## config.mk

```make
export PLATFORM = sky130hd
export DESIGN_NAME = truth_table_capture
export DESIGN_NICKNAME = d
export VERILOG_FILES = /design/src/rtl/truth_table_pkg.sv /design/src/rtl/tt_settle_timer.sv /design/src/rtl/truth_table_capture.sv
export SDC_FILE = /design/constraint.sdc
export NUM_CORES = 1
export LEC_CHECK = 0
export ABC_AREA = 1
export CAP_MARGIN = 25
export CELL_PAD_IN_SITES_DETAIL_PLACEMENT = 1
export CELL_PAD_IN_SITES_GLOBAL_PLACEMENT = 2
export CORE_UTILIZATION = 39
export DETAILED_ROUTE_END_ITERATION = 16
export DONT_BUFFER_PORTS = 1
export GPL_TIMING_DRIVEN = 0
export PLACE_DENSITY_LB_ADDON = 0.1
export SLEW_MARGIN = 20
export SYNTH_ARGS = -nofsm -noshare
export SYNTH_HDL_FRONTEND = slang
export SYNTH_SLANG_ARGS = --single-unit
```

## constraint.sdc

```tcl
create_clock -name clk -period 4.98 [get_ports clk]
set_input_delay 0.996 -clock clk [delete_from_list [all_inputs] [get_ports clk]]
set_output_delay 0.996 -clock clk [all_outputs]
set_load 0.01 [all_outputs]
```

## src/rtl/truth_table_pkg.sv

```systemverilog
// truth_table_capture shared types and constants.
// State encoding, default sizing and table-width helper.
package truth_table_pkg;

  typedef enum logic [1:0] {
    IDLE,
    WAIT,
    SAMP,
    DONE
  } tt_state_t;

  localparam int unsigned N_IN_DEF   = 5;
  localparam int unsigned SETTLE_DEF = 1;

  function automatic int unsigned tt_width(
    input int unsigned n
  );
    return 32'd1 << n;
  endfunction

endpackage

```

## src/rtl/tt_settle_timer.sv

```systemverilog
// Settle-time down-counter for truth_table_capture.
// expired marks the last settle cycle of a pattern.
module tt_settle_timer (
  input  logic       clk,
  input  logic       rst,
  input  logic       clear,
  input  logic       load,
  input  logic [3:0] load_val,
  output logic       expired
);

  logic [3:0] cnt;

  // Load on WAIT entry, then count down to zero and rest there.
  always_ff @(posedge clk or posedge rst) begin
    if (rst) begin
      cnt <= 4'd0;
    end else if (clear) begin
      cnt <= 4'd0;
    end else if (load) begin
      cnt <= load_val;
    end else if (cnt != 4'd0) begin
      cnt <= cnt - 4'd1;
    end
  end

  // The count reaches zero at the end of this cycle.
  assign expired = (cnt == 4'd1);

endmodule

```

## src/rtl/truth_table_capture.sv

```systemverilog
// Exhaustive sweep of a small combinational function.
// Drives every pattern, samples f_in, compares to a table.
module truth_table_capture
  import truth_table_pkg::*;
#(
  parameter int unsigned N_IN   = N_IN_DEF,
  parameter int unsigned SETTLE = SETTLE_DEF
) (
  input  logic                        clk,
  input  logic                        rst,
  input  logic                        start,
  input  logic                        abort,
  input  logic [tt_width(N_IN)-1:0]   expected,
  output logic [N_IN-1:0]             pattern,
  input  logic                        f_in,
  output logic                        busy,
  output logic                        done,
  output logic                        pass,
  output logic [tt_width(N_IN)-1:0]   captured,
  output logic [N_IN:0]               mismatch_count,
  output logic [N_IN-1:0]             first_fail,
  output logic                        fail_valid
);

  localparam int unsigned W = tt_width(N_IN);
  localparam logic [N_IN-1:0] LAST = '1;
  localparam logic [3:0] SETTLE_V = 4'(SETTLE);

  tt_state_t state;
  tt_state_t nxt;

  logic [W-1:0] exp_q;
  logic         expired;
  logic         last;
  logic         mis;
  logic         accept;
  logic         samp;
  logic         tmr_load;
  logic         tmr_clear;

  assign last = (pattern == LAST);
  assign mis  = (f_in != exp_q[pattern]);

  tt_settle_timer u_timer (
    .clk      (clk),
    .rst      (rst),
    .clear    (tmr_clear),
    .load     (tmr_load),
    .load_val (SETTLE_V),
    .expired  (expired)
  );

  // State register.
  always_ff @(posedge clk or posedge rst) begin
    if (rst) begin
      state <= IDLE;
    end else begin
      state <= nxt;
    end
  end

  // Next state, status outputs and datapath strobes.
  always_comb begin
    nxt       = state;
    busy      = 1'b0;
    done      = 1'b0;
    accept    = 1'b0;
    samp      = 1'b0;
    tmr_clear = 1'b0;
    unique case (state)
      IDLE: begin
        if (start) begin
          accept = 1'b1;
          nxt    = (SETTLE == 0) ? SAMP : WAIT;
        end
      end
      WAIT: begin
        busy = 1'b1;
        if (abort) begin
          nxt       = IDLE;
          tmr_clear = 1'b1;
        end else if (expired) begin
          nxt = SAMP;
        end
      end
      SAMP: begin
        busy = 1'b1;
        if (abort) begin
          nxt       = IDLE;
          tmr_clear = 1'b1;
        end else begin
          samp = 1'b1;
          if (last) begin
            nxt = DONE;
          end else begin
            nxt = (SETTLE == 0) ? SAMP : WAIT;
          end
        end
      end
      DONE: begin
        done = 1'b1;
        nxt  = IDLE;
      end
      default: nxt = IDLE;
    endcase
    tmr_load = (nxt == WAIT) && (state != WAIT);
  end

  // Sweep datapath: clear on start, record each sample.
  always_ff @(posedge clk or posedge rst) begin
    if (rst) begin
      pattern        <= '0;
      captured       <= '0;
      mismatch_count <= '0;
      first_fail     <= '0;
      fail_valid     <= 1'b0;
      pass           <= 1'b0;
      exp_q          <= '0;
    end else begin
      if (accept) begin
        pattern        <= '0;
        captured       <= '0;
        mismatch_count <= '0;
        first_fail     <= '0;
        fail_valid     <= 1'b0;
        pass           <= 1'b0;
        exp_q          <= expected;
      end
      if (samp) begin
        captured[pattern] <= f_in;
        if (mis) begin
          mismatch_count <= mismatch_count + 1'b1;
          if (!fail_valid) begin
            first_fail <= pattern;
            fail_valid <= 1'b1;
          end
        end
        if (last) begin
          pass <= (mismatch_count == '0) && !mis;
        end else begin
          pattern <= pattern + 1'b1;
        end
      end
    end
  end

endmodule

```

==> results.sh <==
export IMPL_yosysTopAreaCellShare=0.504
export IMPL_postCtsSetupBuffers=0
export IMPL_gr_usage_all_layers=0.225
export IMPL_drive_gt1_frac=0.0716
export IMPL_cp_cell_sequence="inv_1, ha_1"
export IMPL_syn_instance_count=541
export IMPL_synth_area_per_cell_um2=8.07
export IMPL_h_tree_depth=3
export IMPL_cts_root_buffer="clkbuf_8"
export IMPL_crit_fanout=5
export IMPL_dp_hpwl_mm=8.61
export IMPL_synth_most_common_cell="nand2_1"
export IMPL_worst_slack_ps=2720
export IMPL_ir_worst_vdd_mv=0.187
export IMPL_synth_commonest_cells="nand2_1, dfrtp_1, o21ai_0"
export IMPL_grt_overflow_total=0
export IMPL_arrival_ps=1260
export IMPL_die_h_um=108
export IMPL_synth_edf_count=0
export IMPL_ios=89
export IMPL_cts_tree="yes"
export IMPL_core_area_um2=10900
export IMPL_synth_cell_types=29
export IMPL_dieArea_um2=11600
export IMPL_grt_pass1_vias=3780
export IMPL_cts_resized=0
export IMPL_cp_data_required_time_ps=3980
export IMPL_holdCritPathClass="input port to asynchronous set/reset pin"
export IMPL_yosysWarnings=0
export IMPL_synth_nets=592
export IMPL_async_flop_share=1.00
export IMPL_place_gp_congestion=0.782
export IMPL_area_delta_synth_final_pct=9.40
export IMPL_final_core_util=0.439
export IMPL_cp_start_kind="flip-flop"
export IMPL_critical_path_class="flip-flop to output pin"
export IMPL_seq_area_frac_synth=0.504
export IMPL_synth_seq_cells=88
export IMPL_status="completed"
export IMPL_drv_cap=0
export IMPL_period_needed_ps=2260
export IMPL_fill_cells=1317
export IMPL_finalMaxSlewViolations=0
export IMPL_wire_per_inst_um=16.8
export IMPL_clk_pin_slew_worst_paths_ps=90
export IMPL_cts_buffers=9
export IMPL_antenna_found_initial=0
export IMPL_drt_iter0_drc=139
export IMPL_hold_buffers=0
export IMPL_vias=3581
export IMPL_dr_pass1_iters=4
export IMPL_drtAntennaViolNets=0
export IMPL_rows=38
export IMPL_antennaDiodeCount=0
export IMPL_finalHoldWorstSlack_ps=448
export IMPL_insertion_delay_ps=370
export IMPL_grt_pass1_wl_mm=19.7
export IMPL_crit_slowest_cell="dfrtp_1"
export IMPL_power_density_nw_per_um2=447
export IMPL_dp_slack_ps=2370
export IMPL_tightestPinTransition_ps=749
export IMPL_synthTopCellsByArea="dfrtp_1, nand2_1, o21ai_0"
export IMPL_cts_sinks=88
export IMPL_hold_viol=0
export IMPL_max_freq_ghz=0.443
export IMPL_crit_path_end_kind="output pin"
export IMPL_setup_violations=0
export IMPL_regArea_um2=2200
export IMPL_synth_area_um2=4370
export IMPL_wirelength_mm=11.7
export IMPL_synth_flop_cell="dfrtp_1"
export IMPL_multi_input_area_um2=1790
export IMPL_slew_headroom=0.499
export IMPL_yosysTopAreaCell="dfrtp_1"
export IMPL_rsz0062_at_grt="false"
export IMPL_start_util=0.401
export IMPL_drc=0
export IMPL_report_power_total_mw=2.13
export IMPL_p_leak_nw=2.31
export IMPL_crit_path_max_incr_delay_ps=430
export IMPL_fin_skew_ps=13.6
export IMPL_grt_max_degree=57
export IMPL_timing_final_crit_share=0.454
export IMPL_via_per_inst=5.12
export IMPL_cts_buffer_depth=2
export IMPL_tns_ps=0
export IMPL_finalNetCount=605
export IMPL_die_x_um=108
export IMPL_port_buffers=0
==> worst max-delay path: cells and delay by family (launching register included) <==
| kind | cells | cell delay, ps |
|---|---|---|
| flops | 1 | 430 |
| fa+ha+maj | 1 | 370 |
| buf+inv | 1 | 110 |
==> flip-flops by register name (all words and copies together), names as in the netlist <==
name / flops
captured: 32
pattern: 5
pass: 1
fail_valid: 1
mismatch_count: 6
exp_q: 32
first_fail: 5
u_timer.cnt: 4
state: 2
==> cell families after synthesis <==
group | Yosys count | share of synthesized area
AOI/OAI and AO/OA | 89 | 0.103
xor gates and xnor gates | 5 | 0.0100
adders and majority gates | 14 | 0.0401
buffers and inverters | 86 | 0.0862
DFF | 88 | 0.504
and+or+nand+nor | 259 | 0.257
==> final timing paths <==
path                            startpoint              to  slack (ps)  cells past startpoint
worst max register to register    state[0]  u_timer.cnt[1]        2780                     12
worst min-delay path                   rst   first_fail[4]         450                      1
max in group asynchronous              rst        state[0]        3940                      2
min in group clk                  exp_q[6]        exp_q[6]         500                      2
worst max-delay path              state[1]            busy        2720                      2
worst min register to register    exp_q[6]        exp_q[6]         500                      2
==> cell type report <==
cell class | count | share of cell area
Timing Repair Buffer | 2 | 0.00681
Multi-Input combinational cell | 367 | 0.374
Sequential cell | 88 | 0.461
Tap cell | 140 | 0.0367
Inverter | 64 | 0.0524
Clock inverter | 5 | 0.0118
Buffer | 22 | 0.0275
Clock buffer | 11 | 0.0296
==> stage by stage <==
stage,instances,cell area [um2]
finish,699,4780
CTS,698,4770
floorplan,541,4370
detailed placement,682,4570
global route,699,4780
global placement,681,4540
==> routing by layer <==
metal	track usage	share of wire
met1	0.294	0.45
met2	0.368	0.49
met3	0.0521	0.052
met4	0.0675	0.012
met5	0	0
==> placed cells by master (no fill, tap or decap), drive strengths merged, types with 9 or more instances in the layout <==
master,n
dfrtp,88
o21ai,73
nand3,54
ha,14
nor3,9
a21oi,15
nand2,166
nor2,25
clkbuf,24
buf,11
inv,62
==> report_power, final <==
group	switching, mW	total (mW)	internal [mW]
clock network	0.266	0.511	0.245
logic	0.471	0.690	0.220
registers	0.0667	0.933	0.866
total	0.804	2.13	1.33
Power figures use the tool's default switching activity.
==> variant 1, RTL diff (same flow settings) <==
Set the package constant `N_IN_DEF` to 6 (it was 5).
--- a/src/rtl/truth_table_pkg.sv
+++ b/src/rtl/truth_table_pkg.sv
@@ -10,5 +10,5 @@
   } tt_state_t;
 
-  localparam int unsigned N_IN_DEF   = 5;
+  localparam int unsigned N_IN_DEF   = 6;
   localparam int unsigned SETTLE_DEF = 1;
 
Ports: changed (5 resized); port bits go from 89 to 156. The function was not compared with the original's and may differ.
==> variant 1 against the original RTL <==
  * Cell area increased by 75%
  * Die area grew 67%
  * Non-clock buffer count up 25
  * Via count is 73% higher
  * Total power is 94% higher
  * Count of clock-buffer cells in the layout rose by 6
  * Setup slack got worse by 0.47 ns
  * Sequential cell count grew 67
  * Synthesized area up 68%
  * Hold slack better by 0.038 ns
  * Wire length up 97%
==> variant 1: results (changes against the original RTL) <==
htreeDepth: 4  # was 3
fillCellCount: 2204  # was 1317
clkLatencyLatePin_ns: 0.43  # was 0.37 ns
total_power_mw: 4.15  # was 2.13 mW
ff2ff_setup_slack_ns: 2.25  # was 2.78 ns
clock_skew_ns: 0.00789  # was 0.0136 ns
dpl.hpwl_um: 16700  # was 8610 um
cts_made_buffers: 17  # was 9
root_buffer: "clkbuf_16"  # was clkbuf_8
arrival_ns: 3.07  # was 1.26 ns
synthTopCellsByCount: "272 x nand2_1, 155 x dfrtp_1, 128 x o21ai_0"  # was 164 x nand2_1, 88 x dfrtp_1, 68 x o21ai_0
synthXorXnorAreaFrac: 0.00834  # was 0.0100
crit_fanout: 10  # was 5
pg_comb_mw: 1.17  # was 690 uW
dr_wl_met2_um: 11500  # was 5710 um
dp_slack_ns: 2.04  # was 2.37 ns
critPathMaxStageDelay_ns: 0.59  # was 0.43 ns
slowest_stage: "clkbuf_1"  # was dfrtp_1
hold_ws_ns: 0.486  # was 0.448 ns
yosysSeqAreaShare: 0.528  # was 0.504
drtIter0Drc: 300  # was 139
path_clk_slew_ns: 0.06  # was 0.09 ns
ys_top_cells_by_area: "dfrtp_1 53%, nand2_1 14%, o21ai_0 8.7%"  # was dfrtp_1 50%, nand2_1 14%, o21ai_0 7.8%
ys_types: 36  # was 29
grt_use_met2: 0.430  # was 0.368
synth_compound_area_frac: 0.108  # was 0.103
p_sw_mw: 1.51  # was 804 uW
use_met3: 0.0609  # was 0.0521
grt_pass1_vias: 6583  # was 3780
status: "finished, final reports clean"  # unchanged
routedWlPerCell_um: 19.8  # was 16.8 um
clock.fmax_mhz: 366  # was 443 MHz
clockPowerShare: 0.323  # was 0.240
p_leak_nw: 3.92  # was 2.31 nW
place_area_mm2: 0.00775  # was 0.00457 mm2
synthAdderAreaFrac: 0.0170  # was 0.0401
layoutNonFillerInstCount: 1168  # was 699
ir_worst_vdd_mv: 0.290  # was 0.187 mV
place.gp.congestion: 0.795  # was 0.782
grt_max_degree: 35  # was 57
fin_nets: 1005  # was 605
==> variant 1: cell type report <==
class / count / area (um2) / area share
Sequential cell: 155 / 3880 / 0.464
Multi-Input combinational cell: 609 / 2890 / 0.346
Clock buffer: 17 / 425 / 0.0509
Inverter: 94 / 362 / 0.0433
Tap cell: 229 / 287 / 0.0343
Buffer: 43 / 249 / 0.0298
Clock inverter: 15 / 178 / 0.0213
Timing Repair Buffer: 6 / 90.1 / 0.0108
==> variant 1: worst paths after layout <==
kind / from / to / cells past startpoint
setup reg to reg: state[0]$_DFF_PP0_ / exp_q[11]$_DFFE_PP0P_ / 8
max in group asynchronous: rst / captured[57]$_DFF_PP0_ / 3
hold reg to reg: exp_q[10]$_DFFE_PP0P_ / exp_q[10]$_DFFE_PP0P_ / 2
setup / recovery: state[0]$_DFF_PP0_ / exp_q[11]$_DFFE_PP0P_ / 8
hold / removal: exp_q[10]$_DFFE_PP0P_ / exp_q[10]$_DFFE_PP0P_ / 2
min in group asynchronous: rst / first_fail[3]$_DFF_PP0_ / 1
==> variant 2, RTL diff (same flow settings) <==
Without the edit above. Make the reset (`rst`) synchronous in 3 clocked blocks.
--- a/src/rtl/tt_settle_timer.sv
+++ b/src/rtl/tt_settle_timer.sv
@@ -13,5 +13,5 @@
 
   // Load on WAIT entry, then count down to zero and rest there.
-  always_ff @(posedge clk or posedge rst) begin
+  always_ff @(posedge clk) begin
     if (rst) begin
       cnt <= 4'd0;
--- a/src/rtl/truth_table_capture.sv
+++ b/src/rtl/truth_table_capture.sv
@@ -52,5 +52,5 @@
 
   // State register.
-  always_ff @(posedge clk or posedge rst) begin
+  always_ff @(posedge clk) begin
     if (rst) begin
       state <= IDLE;
@@ -108,5 +108,5 @@
 
   // Sweep datapath: clear on start, record each sample.
-  always_ff @(posedge clk or posedge rst) begin
+  always_ff @(posedge clk) begin
     if (rst) begin
       pattern        <= '0;
Formal check against the unedited RTL: differs if rst is asserted again (counterexample within 4 cycles, from zero or initial values and one cycle with rst high); with rst held inactive, the same outputs for 10 cycles.
==> variant 2 against the original RTL <==
  * Synthesized cell count is 1.3% lower
  * Critical path depth is 5 higher
  * Sequential cell count stayed put
  * Wire length is 2.4% higher
  * Setup slack worse by 0.12 ns
  * Largest cell class is now multi-input combinational cells
  * Fmax is 5.2% lower
  * Non-clock buffer count is 12 higher
  * Synthesized area is 3.0% lower
  * Cell area is 3.9% lower
  * Count of clock-buffer cells in the layout is 1 higher
  * Highest routed layer unchanged
  * Utilization is 0.22 points higher
  * Critical endpoint is now exp_q[14]$_SDFFE_PP0P_
Power is not compared: it rests on default switching activity, and its combinational part moved more than twofold at a synthesized area within 25%.
==> variant 2: results (changes against the original RTL) <==
dr.pass1.iters: 5  # was 4
ys_top_cells_by_area: "dfxtp_1 42%, nand2_1 8.2%, a311oi_1 6.6%"  # was dfrtp_1 50%, nand2_1 14%, o21ai_0 7.8%
crit_fanout: 10  # was 5
grt_max_degree: 14  # was 57
drive_gt1_frac: 0.0838  # was 0.0716
place.gp.congestion: 0.806  # was 0.782
grt_first_pass_wirelength_um: 19800  # was 19700 um
synthTopCellsByCount: "92 x nand2_1, 88 x dfxtp_1, 61 x inv_1"  # was 164 x nand2_1, 88 x dfrtp_1, 68 x o21ai_0
crit_start: "state[1]$_SDFF_PP0_"  # was state[1]$_DFF_PP0_
slowest_stage: "clkbuf_1"  # was dfrtp_1
dr_wl_met2_um: 5720  # was 5710 um
wl_met3_um: 666  # was 610 um
met1_length_um: 5460  # was 5280 um
status: "finished, final reports clean"  # unchanged
routedWlPerCell_um: 17.5  # was 16.8 um
path_delay_family: "buffers and inverters"  # was flip-flops
synth-main-ff-cell: "dfxtp_1"  # was dfrtp_1
grtUsageMet1: 0.288  # was 0.294
arrival_ns: 2.62  # was 1.26 ns
syn_nets: 586  # was 592
grtUsageTotal: 0.226  # was 0.225
yosysSeqAreaShare: 0.416  # was 0.504
vias: 3752  # was 3581
fillCellCount: 1304  # was 1317
ys_types: 37  # was 29
clock_skew_ns: 0.0138  # was 0.0136 ns
fin_nets: 597  # was 605
critPathMaxStageDelay_ns: 0.48  # was 0.43 ns
variant 2: cell count changes after synthesis, moves of 28 or more:
cell	before	now
a21oi_1	15	44
dfxtp_1	0	88
dfrtp_1	88	0
nand2_1	164	92
a22oi_1	1	32
nand3_1	53	25
a311oi_1	0	32
variant 2: logic make-up after synthesis:
group	after synthesis	share of synthesized area
AO/OA/AOI/OAI	158	0.238
XOR/XNOR	4	0.00827
adder cells (fa/ha/maj)	15	0.0443
buffers and inverters	102	0.101
flip-flops	88	0.416
multiplexers	1	0.00236
AND/OR/NAND/NOR	166	0.190
variant 2: worst reg2reg max path, cell delays in order, from the launching register on:
cell and delay [ns]:
dfxtp_1 0.39, inv_1 0.12, ha_1 0.19, nand2_1 0.11, clkbuf_1 0.48, clkbuf_1 0.41
clkbuf_1 0.42, a21oi_1 0.14
variant 2: path summary, 6_finish.rpt:
kind	endpoint	slack (ns)	depth (start not counted)
worst max-delay path	exp_q[14]$_SDFFE_PP0P_	2.60	7
worst min register to register	exp_q[27]$_SDFFE_PP0P_	0.46	2
worst min-delay path	exp_q[27]$_SDFFE_PP0P_	0.46	2
worst max register to register	exp_q[14]$_SDFFE_PP0P_	2.60	7
variant 2: metrics by stage:
step,hold slack [ns],cells,instance area (um2),worst slack (ns),utilization
6_report,0.457,685,4590,2.60,0.441
5_1_grt,0.475,685,4590,2.36,0.441
4_1_cts,0.460,685,4590,2.56,0.441
3_5_place_dp,0.447,670,4410,2.27,0.423
3_3_place_gp,0.437,670,4410,2.25,0.423
2_1_floorplan,0.429,534,4240,2.85,-
variant 2: final cells by class:
class	count	area share
sequential	88	0.384
inverter	66	0.0539
multi-input combinational	344	0.445
buffer	36	0.0395
clock inverter	3	0.00926
tap	136	0.0370
clock buffer	12	0.0316
